===== config.mk =====
export PLATFORM = sky130hd
export DESIGN_NAME = ascon_output_serializer
export DESIGN_NICKNAME = d
export VERILOG_FILES = /design/src/rtl/ascon_output_serializer.sv
export SDC_FILE = /design/constraint.sdc
export NUM_CORES = 1
export LEC_CHECK = 0
export BUFFER_PORTS_ARGS = -buffer_cell sky130_fd_sc_hd__buf_4
export CORE_UTILIZATION = 50
export CTS_BUF_LIST = sky130_fd_sc_hd__clkbuf_16
export CTS_CLUSTER_DIAMETER = 120
export DETAILED_ROUTE_END_ITERATION = 8
export HOLD_SLACK_MARGIN = 0.02
export PLACE_DENSITY_LB_ADDON = 0.05
export RECOVER_POWER = 25
export SLEW_MARGIN = 15
export SYNTH_ARGS = -nofsm -noshare
export SYNTH_HDL_FRONTEND = slang
export SYNTH_SLANG_ARGS = --single-unit

===== constraint.sdc =====
create_clock -name clock_i -period 7.2 [get_ports clock_i]
set_input_delay 0.72 -clock clock_i [delete_from_list [all_inputs] [get_ports clock_i]]
set_output_delay 0.72 -clock clock_i [all_outputs]
set_load 0.02 [all_outputs]

===== src/rtl/ascon_output_serializer.sv =====
// ASCON output serializer: buffers 64-bit ciphertext blocks and the 128-bit
// tag, then streams them as 32-bit words over valid/ready (cipher first).
//
// Ports:
//   clock_i, reset_i       clock, async active-high reset
//   cipher_en_i, cipher_i  ciphertext block capture pulse and data
//   tag_en_i, tag_i        tag capture pulse and data
//   word_o, valid_o        output word and its valid flag
//   ready_i                downstream accepts word_o
//   is_tag_o, last_o       word belongs to tag / is the final tag word
//   busy_o                 data buffered or stream in progress
//   overflow_o             sticky: a block or tag was dropped
module ascon_output_serializer #(
  parameter int fifo_depth_g = 4
) (
  input  logic         clock_i,
  input  logic         reset_i,
  input  logic         cipher_en_i,
  input  logic [63:0]  cipher_i,
  input  logic         tag_en_i,
  input  logic [127:0] tag_i,
  output logic [31:0]  word_o,
  output logic         valid_o,
  input  logic         ready_i,
  output logic         is_tag_o,
  output logic         last_o,
  output logic         busy_o,
  output logic         overflow_o
);

  localparam int AW = (fifo_depth_g > 1) ?
                      $clog2(fifo_depth_g) : 1;
  localparam int CW = AW + 1;
  localparam logic [CW-1:0] FULL_C = CW'(fifo_depth_g);

  typedef enum logic [2:0] {
    IDLE,
    C_HI,
    C_LO,
    T0,
    T1,
    T2,
    T3
  } state_t;

  state_t        r_state;
  state_t        w_state_nxt;

  logic [63:0]   r_mem [fifo_depth_g];
  logic [AW-1:0] r_wptr;
  logic [AW-1:0] r_rptr;
  logic [CW-1:0] r_count;
  logic [CW-1:0] w_count_nxt;

  logic [127:0]  r_tag;
  logic          r_tag_pend;
  logic          r_ovf;

  logic          w_valid;
  logic          w_xfer;
  logic          w_pop;
  logic          w_t3_xfer;
  logic          w_full;
  logic          w_empty;
  logic          w_push;
  logic          w_drop_c;
  logic          w_tag_cap;
  logic          w_drop_t;
  logic [63:0]   w_head;
  logic [31:0]   w_word;

  assign w_valid   = (r_state != IDLE);
  assign w_xfer    = w_valid & ready_i;
  assign w_pop     = w_xfer & (r_state == C_LO);
  assign w_t3_xfer = w_xfer & (r_state == T3);
  assign w_full    = (r_count == FULL_C);
  assign w_empty   = (r_count == '0);

  // A full FIFO still accepts a block when the head pops this cycle;
  // any block after the tag is a protocol error and is dropped.
  assign w_push    = cipher_en_i & ~r_tag_pend &
                     (~w_full | w_pop);
  assign w_drop_c  = cipher_en_i & ~w_push;

  // The T3 transfer cycle still sees the tag as pending.
  assign w_tag_cap = tag_en_i & ~r_tag_pend;
  assign w_drop_t  = tag_en_i & r_tag_pend;

  assign w_head    = r_mem[r_rptr];

  always_comb begin
    w_count_nxt = r_count;
    unique case ({w_push, w_pop})
      2'b10:   w_count_nxt = r_count + CW'(1);
      2'b01:   w_count_nxt = r_count - CW'(1);
      default: w_count_nxt = r_count;
    endcase
  end

  always_ff @(posedge clock_i) begin
    if (w_push) begin
      r_mem[r_wptr] <= cipher_i;
    end
  end

  always_ff @(posedge clock_i or posedge reset_i) begin
    if (reset_i) begin
      r_wptr  <= '0;
      r_rptr  <= '0;
      r_count <= '0;
    end else begin
      if (w_push) begin
        r_wptr <= r_wptr + AW'(1);
      end
      if (w_pop) begin
        r_rptr <= r_rptr + AW'(1);
      end
      r_count <= w_count_nxt;
    end
  end

  always_ff @(posedge clock_i or posedge reset_i) begin
    if (reset_i) begin
      r_tag      <= '0;
      r_tag_pend <= 1'b0;
    end else begin
      if (w_tag_cap) begin
        r_tag      <= tag_i;
        r_tag_pend <= 1'b1;
      end else if (w_t3_xfer) begin
        r_tag_pend <= 1'b0;
      end
    end
  end

  always_ff @(posedge clock_i or posedge reset_i) begin
    if (reset_i) begin
      r_ovf <= 1'b0;
    end else if (w_drop_c | w_drop_t) begin
      r_ovf <= 1'b1;
    end
  end

  always_ff @(posedge clock_i or posedge reset_i) begin
    if (reset_i) begin
      r_state <= IDLE;
    end else begin
      r_state <= w_state_nxt;
    end
  end

  // C_LO looks at next-cycle FIFO/tag status so the following block or
  // the tag starts without a bubble.
  always_comb begin
    w_state_nxt = r_state;
    unique case (r_state)
      IDLE: begin
        if (!w_empty) begin
          w_state_nxt = C_HI;
        end else if (r_tag_pend) begin
          w_state_nxt = T0;
        end
      end
      C_HI: begin
        if (w_xfer) begin
          w_state_nxt = C_LO;
        end
      end
      C_LO: begin
        if (w_xfer) begin
          if (w_count_nxt != '0) begin
            w_state_nxt = C_HI;
          end else if (r_tag_pend | w_tag_cap) begin
            w_state_nxt = T0;
          end else begin
            w_state_nxt = IDLE;
          end
        end
      end
      T0: begin
        if (w_xfer) begin
          w_state_nxt = T1;
        end
      end
      T1: begin
        if (w_xfer) begin
          w_state_nxt = T2;
        end
      end
      T2: begin
        if (w_xfer) begin
          w_state_nxt = T3;
        end
      end
      T3: begin
        if (w_xfer) begin
          w_state_nxt = IDLE;
        end
      end
      default: w_state_nxt = IDLE;
    endcase
  end

  always_comb begin
    w_word = '0;
    unique case (r_state)
      C_HI:    w_word = w_head[63:32];
      C_LO:    w_word = w_head[31:0];
      T0:      w_word = r_tag[127:96];
      T1:      w_word = r_tag[95:64];
      T2:      w_word = r_tag[63:32];
      T3:      w_word = r_tag[31:0];
      default: w_word = '0;
    endcase
  end

  assign word_o     = w_word;
  assign valid_o    = w_valid;
  assign is_tag_o   = (r_state == T0) | (r_state == T1) |
                      (r_state == T2) | (r_state == T3);
  assign last_o     = (r_state == T3);
  assign busy_o     = ~w_empty | r_tag_pend | w_valid;
  assign overflow_o = r_ovf;

endmodule

== Word level (Yosys, flattened, before mapping) ==
Memories as Yosys holds them, arrays and structs flattened.
Cells that the tools add are included.

* Multiplexer cells: 17
* Bitwise operators: 20
* Equality and inequality tests: 16
* Reductions and logical operators: 6
* $add $sub $neg: 4

{| class="wikitable"
|+ Operator list
! kind !! number
|-
| $pmux 32 s6 || 1
|-
| $mux 3 || 8
|-
| $pmux 3 s7 || 1
|-
| $eq 3x3->1 const B || 4
|-
| $ne 2x2->1 const B || 5
|-
| $and 1x1->1 || 8
|-
| $or 1x1->1 || 8
|-
| $reduce_and 7->1 || 1
|-
| $eq 3x2->1 const B || 2
|-
| $logic_not 3->1 || 2
|-
| $pmux 3 s2 || 1
|-
| $reduce_bool 3->1 || 2
|-
| $add 2x1->2 const B || 2
|-
| $mux 1 || 4
|-
| $mux 2 || 2
|-
| $not 1->1 || 4
|-
| $add 3x1->3 const B || 1
|-
| $eq 3x1->1 const B || 1
|-
| $ne 3x3->1 const B || 1
|-
| $sub 3x1->3 const B || 1
|-
| $eq 2x1->1 const B || 1
|-
| $eq 2x2->1 const B || 1
|-
| $ne 2x1->1 const B || 1
|-
| $reduce_bool 2->1 || 1
|}

* Bits of input ports: 197
* Output and inout port bits: 37
* Memory bits (writable): 256
* Word-level logic and storage cells: 71
* Memories kept: 1
* Flip-flop bits (word level): 140

{| class="wikitable"
|+ Memories
! memory !! words !! bits a word !! read ports !! clocked after memory_dff !! write ports !! RTL line !! source
|-
| r_mem || 4 || 64 || 1 || 0 || 1 || 49 || <nowiki>logic [63:0] r_mem [fifo_depth_g];</nowiki>
|}

== Longest topological paths before layout ==
* Depth in word-level cells: 11
* Gate-level depth with buffers: 9
* Depth with buffers taken out: 8

== Least setup slack after synthesis ==
No wires, ideal clock.

* Path kind: input -> register
* From: input ready_i
* To: memory r_mem[0][0], enable pin
* Data arrival time: 3.024 ns
* Cell stages on the path: 4
* Buffers on the path: 1
* Setup slack: 3.747 ns
* Required time: 6.771 ns
* Cell sequence: buf_6 -> nand4bb_2 -> a31oi_1 -> and2_1

* Cells in the longest elaborated chain, start to end: 6

{| class="wikitable"
|+ RTL lines
! element !! RTL line !! source
|-
| start: declaration || 24 || <nowiki>input logic ready_i,</nowiki>
|-
| $and 1x1->1 || 73 || <nowiki>assign w_xfer = w_valid & ready_i;</nowiki>
|-
| $and 1x1->1 || 74 || <nowiki>assign w_pop = w_xfer & (r_state == C_LO);</nowiki>
|-
| $or 1x1->1 || 82 || <nowiki>(~w_full | w_pop);</nowiki>
|-
| $and 1x1->1 || 81 || <nowiki>assign w_push = cipher_en_i & ~r_tag_pend &</nowiki>
|-
| $mux 1 || 101 || <nowiki>if (w_push) begin</nowiki>
|-
| $mux 1 (not written as such) || 102 || <nowiki>r_mem[r_wptr] <= cipher_i;</nowiki>
|-
| end: declaration || 49 ||
|}

No other way between the ends.

== Final worst setup path ==
* From: register r_rptr[0]
* To: output word_o[11]

* Cells in the longest elaborated chain, start to end: 2

{| class="wikitable"
|+ RTL lines
! element !! RTL line !! source
|-
| start: declaration || 51 || <nowiki>logic [AW-1:0] r_rptr;</nowiki>
|-
| start signal: assignment || 116 || <nowiki>r_rptr <= r_rptr + AW'(1);</nowiki>
|-
| $mem_v2 4x64 || n/a ||
|-
| $pmux 32 s6 || 206 || <nowiki>unique case (r_state)</nowiki>
|-
| end: declaration || 22 || <nowiki>output logic [31:0] word_o,</nowiki>
|}

No other way between the ends.

==> reports/qor.csv <==
metric,value,unit
status,completed,
Pre-antenna DRT Iters,4,
Area contributors post-synth,"edfxtp_1 (48%), dfrtp_1 (22%), mux2_2 (9.2%)",
multi-input logic area,4410,um2
row cnt,64,
RSZ-0062 raised after global routing,false,
Slew @ Worst Pin,1.103,ns
FILL cells,2360,
final critical-path share of the clock period,0.5294,
Final Non-Filler Cells,1548,
Vias/cell,5.806,
Mapped Area,15860,um2
first-pass GRT wire length,57130,um
"Area growth, synth to finish",20.70,%
layout cells sized above 1,0.3967,
WL/cell,23.95,um
Setup WS post-layout,3.389,ns
number of max-cap violations,0,
VDD IR max,0.2298,mV
Pwr Total,7.565,mW
H-tree depth,2,
Final Slew Violations,0,
vias in the first global route,9513,
global route overflow,0,
detailed-placement wirelength estimate,22380,um
worst-path fanout max,39,
Synthesized Nets,1088,
final hold violations,0,
Synth Instances,886,
minimum clock period,3.811,ns
routability cong.,0.7452,
core area,30910,um2
"flops & latches, synth",396,
num ports,234,
Worst Setup End Kind,output port,
sequential fraction of the synthesis area,0.7058,
cts repair resizes,0,
Initial Utilization,0.5130,
WP data arrival,3.09,ns
Post-Place Setup Slack,3.805,ns
antenna-violating nets left,0,
number of nets in the layout,1321,
Worst Hold Class,input port to asynchronous set/reset pin,
clock skew,0.01202,ns
Worst-Skew Late Latency,0.53,ns
"CTS clk-pin slew, worst paths",0.06,ns
placed insts,1470,
Final setup viols,0,
# Post-CTS Setup Buffers,0,
CTS root buffer,clkbuf_16,
pwr dens,395.3,nW/um2
initial antenna violation count,4,
die height,180.1,um
WP data required,6.48,ns
synth unique cells,47,
post-synth top area share,0.4848,
Clock Sinks,396,
cts hold-fix bufs,0,
Fin Hold WS,0.3438,ns
DRT iter0 DRCs,637,
most frequent cells in the layout,"edfxtp_1 (256), buf_4 (187), dfrtp_1 (138)",
TNS Setup,0,ns
antenna diode count,0,
max_slew headroom,0.2645,
leading area contributor after synthesis,edfxtp_1,
WL final,37070,um
startpoint types,flip-flop,
Post-synth ARST share,0.3535,
PortBufs,233,
Leak Pwr,7.113,nW
Ys Warns,0,
number of synthesized flops with an enable pin,256,
Fmax,262.4,MHz
"commonest non-fill, non-tap cell in the layout",edfxtp_1,
via count,8987,
largest net degree at the start of global routing,83,
die area,32430,um2
CTS Buf Count,43,
Sequential Area,11200,um2
clk buf depth,3,
DRC Markers,0,
Die W,180.1,um
TritonCTS clock tree,done,
total track usage,0.2340,
top_reg_cell synth,edfxtp_1,
Syn Area/Cell,17.90,um2
Worst Setup Path Type,flip-flop to output port,
-- per-stage QoR --
step	utilization	area, um2
finish	0.6192	19140
detailed placement	0.5812	17960
CTS	0.6260	19350
global placement	0.5812	17960
floorplan	-	15860
global route	0.6192	19140
-- synth_stat cells, drive strengths merged (2+ instances only) --
cell type / count
nor3b: 3
o21ai: 8
edfxtp: 256
buf: 27
and2: 4
or3: 2
o22ai: 2
a22oi: 66
o31ai: 2
a211oi: 3
nand4: 32
ha: 4
a21oi: 4
clkbuf: 28
dfrtp: 140
inv: 8
nor2b: 2
a31oi: 3
mux4: 64
mux2: 129
xnor2: 4
and3b: 2
nand2: 70
nor2: 6
-- worst paths after layout --
| check | slack (ns) | cells after the start | start | endpoint |
|---|---|---|---|---|
| min | 0.34 | 2 | reset_i | r_tag[81]$_DFFE_PP0P_ |
| max | 3.39 | 5 | r_rptr[0]$_DFFE_PP0N_ | word_o[11] |
| min in group clock_i | 0.41 | 1 | cipher_i[48] | r_mem[2][48]$_DFFE_PP_ |
| min reg2reg | 0.51 | 1 | r_tag[72]$_DFFE_PP0P_ | r_tag[72]$_DFFE_PP0P_ |
| max in group asynchronous | 5.43 | 3 | reset_i | r_rptr[0]$_DFFE_PP0N_ |
| max reg2reg | 3.96 | 3 | r_state[2]$_DFFE_PP0P_ | r_mem[0][48]$_DFFE_PP_ |
-- critical path, cell delays in order, from the launching register on --
cell	delay, ns
dfrtp_4	0.81
buf_4	0.75
mux4_2	0.60
nand2_1	0.08
nand4_1	0.12
buf_4	0.19
-- state kept, by name, summed over array words and instances, names as in the netlist --
register    count
r_rptr          2
r_state         3
r_tag         128
r_tag_pend      1
overflow_o      1
r_mem         256
r_count         3
r_wptr          2
-- metal layers --
metal | GRT usage | share of wire
met1 | 0.3407 | 0.46
met2 | 0.3690 | 0.47
met3 | 0.05053 | 0.057
met4 | 0.04479 | 0.013
met5 | 0 | 0.0014
-- cell families (layout without fill, tap and decap cells) --
| kind of cell | Yosys count | in the layout | share of synthesized area |
|---|---|---|---|
| DFF | 396 | 396 | 0.7058 |
| muxes | 194 | 194 | 0.1831 |
| and+or+nand+nor | 130 | 130 | 0.04245 |
| AOI/OAI and AO/OA | 94 | 94 | 0.04324 |
| buffers and inverters | 63 | 329 | 0.01878 |
| adders and majority gates | 5 | 5 | 0.004419 |
| xor gates and xnor gates | 4 | 4 | 0.002209 |
-- report_power, final --
group / internal [mW] / total, mW / switching [mW]
clock network: 1.29 / 2.13 / 0.845
registers: 2.85 / 3.23 / 0.382
logic: 1.12 / 2.20 / 1.08
-- final cells by class --
type                            instances  share of cell area
Tap cell                              396             0.02589
Timing Repair Buffer                  243             0.08434
Sequential cell                       396              0.5851
Inverter                                8            0.001831
Clock inverter                         32             0.01223
Clock buffer                           46             0.06015
Multi-Input combinational cell        427              0.2305
Power figures use the tool's default switching activity.
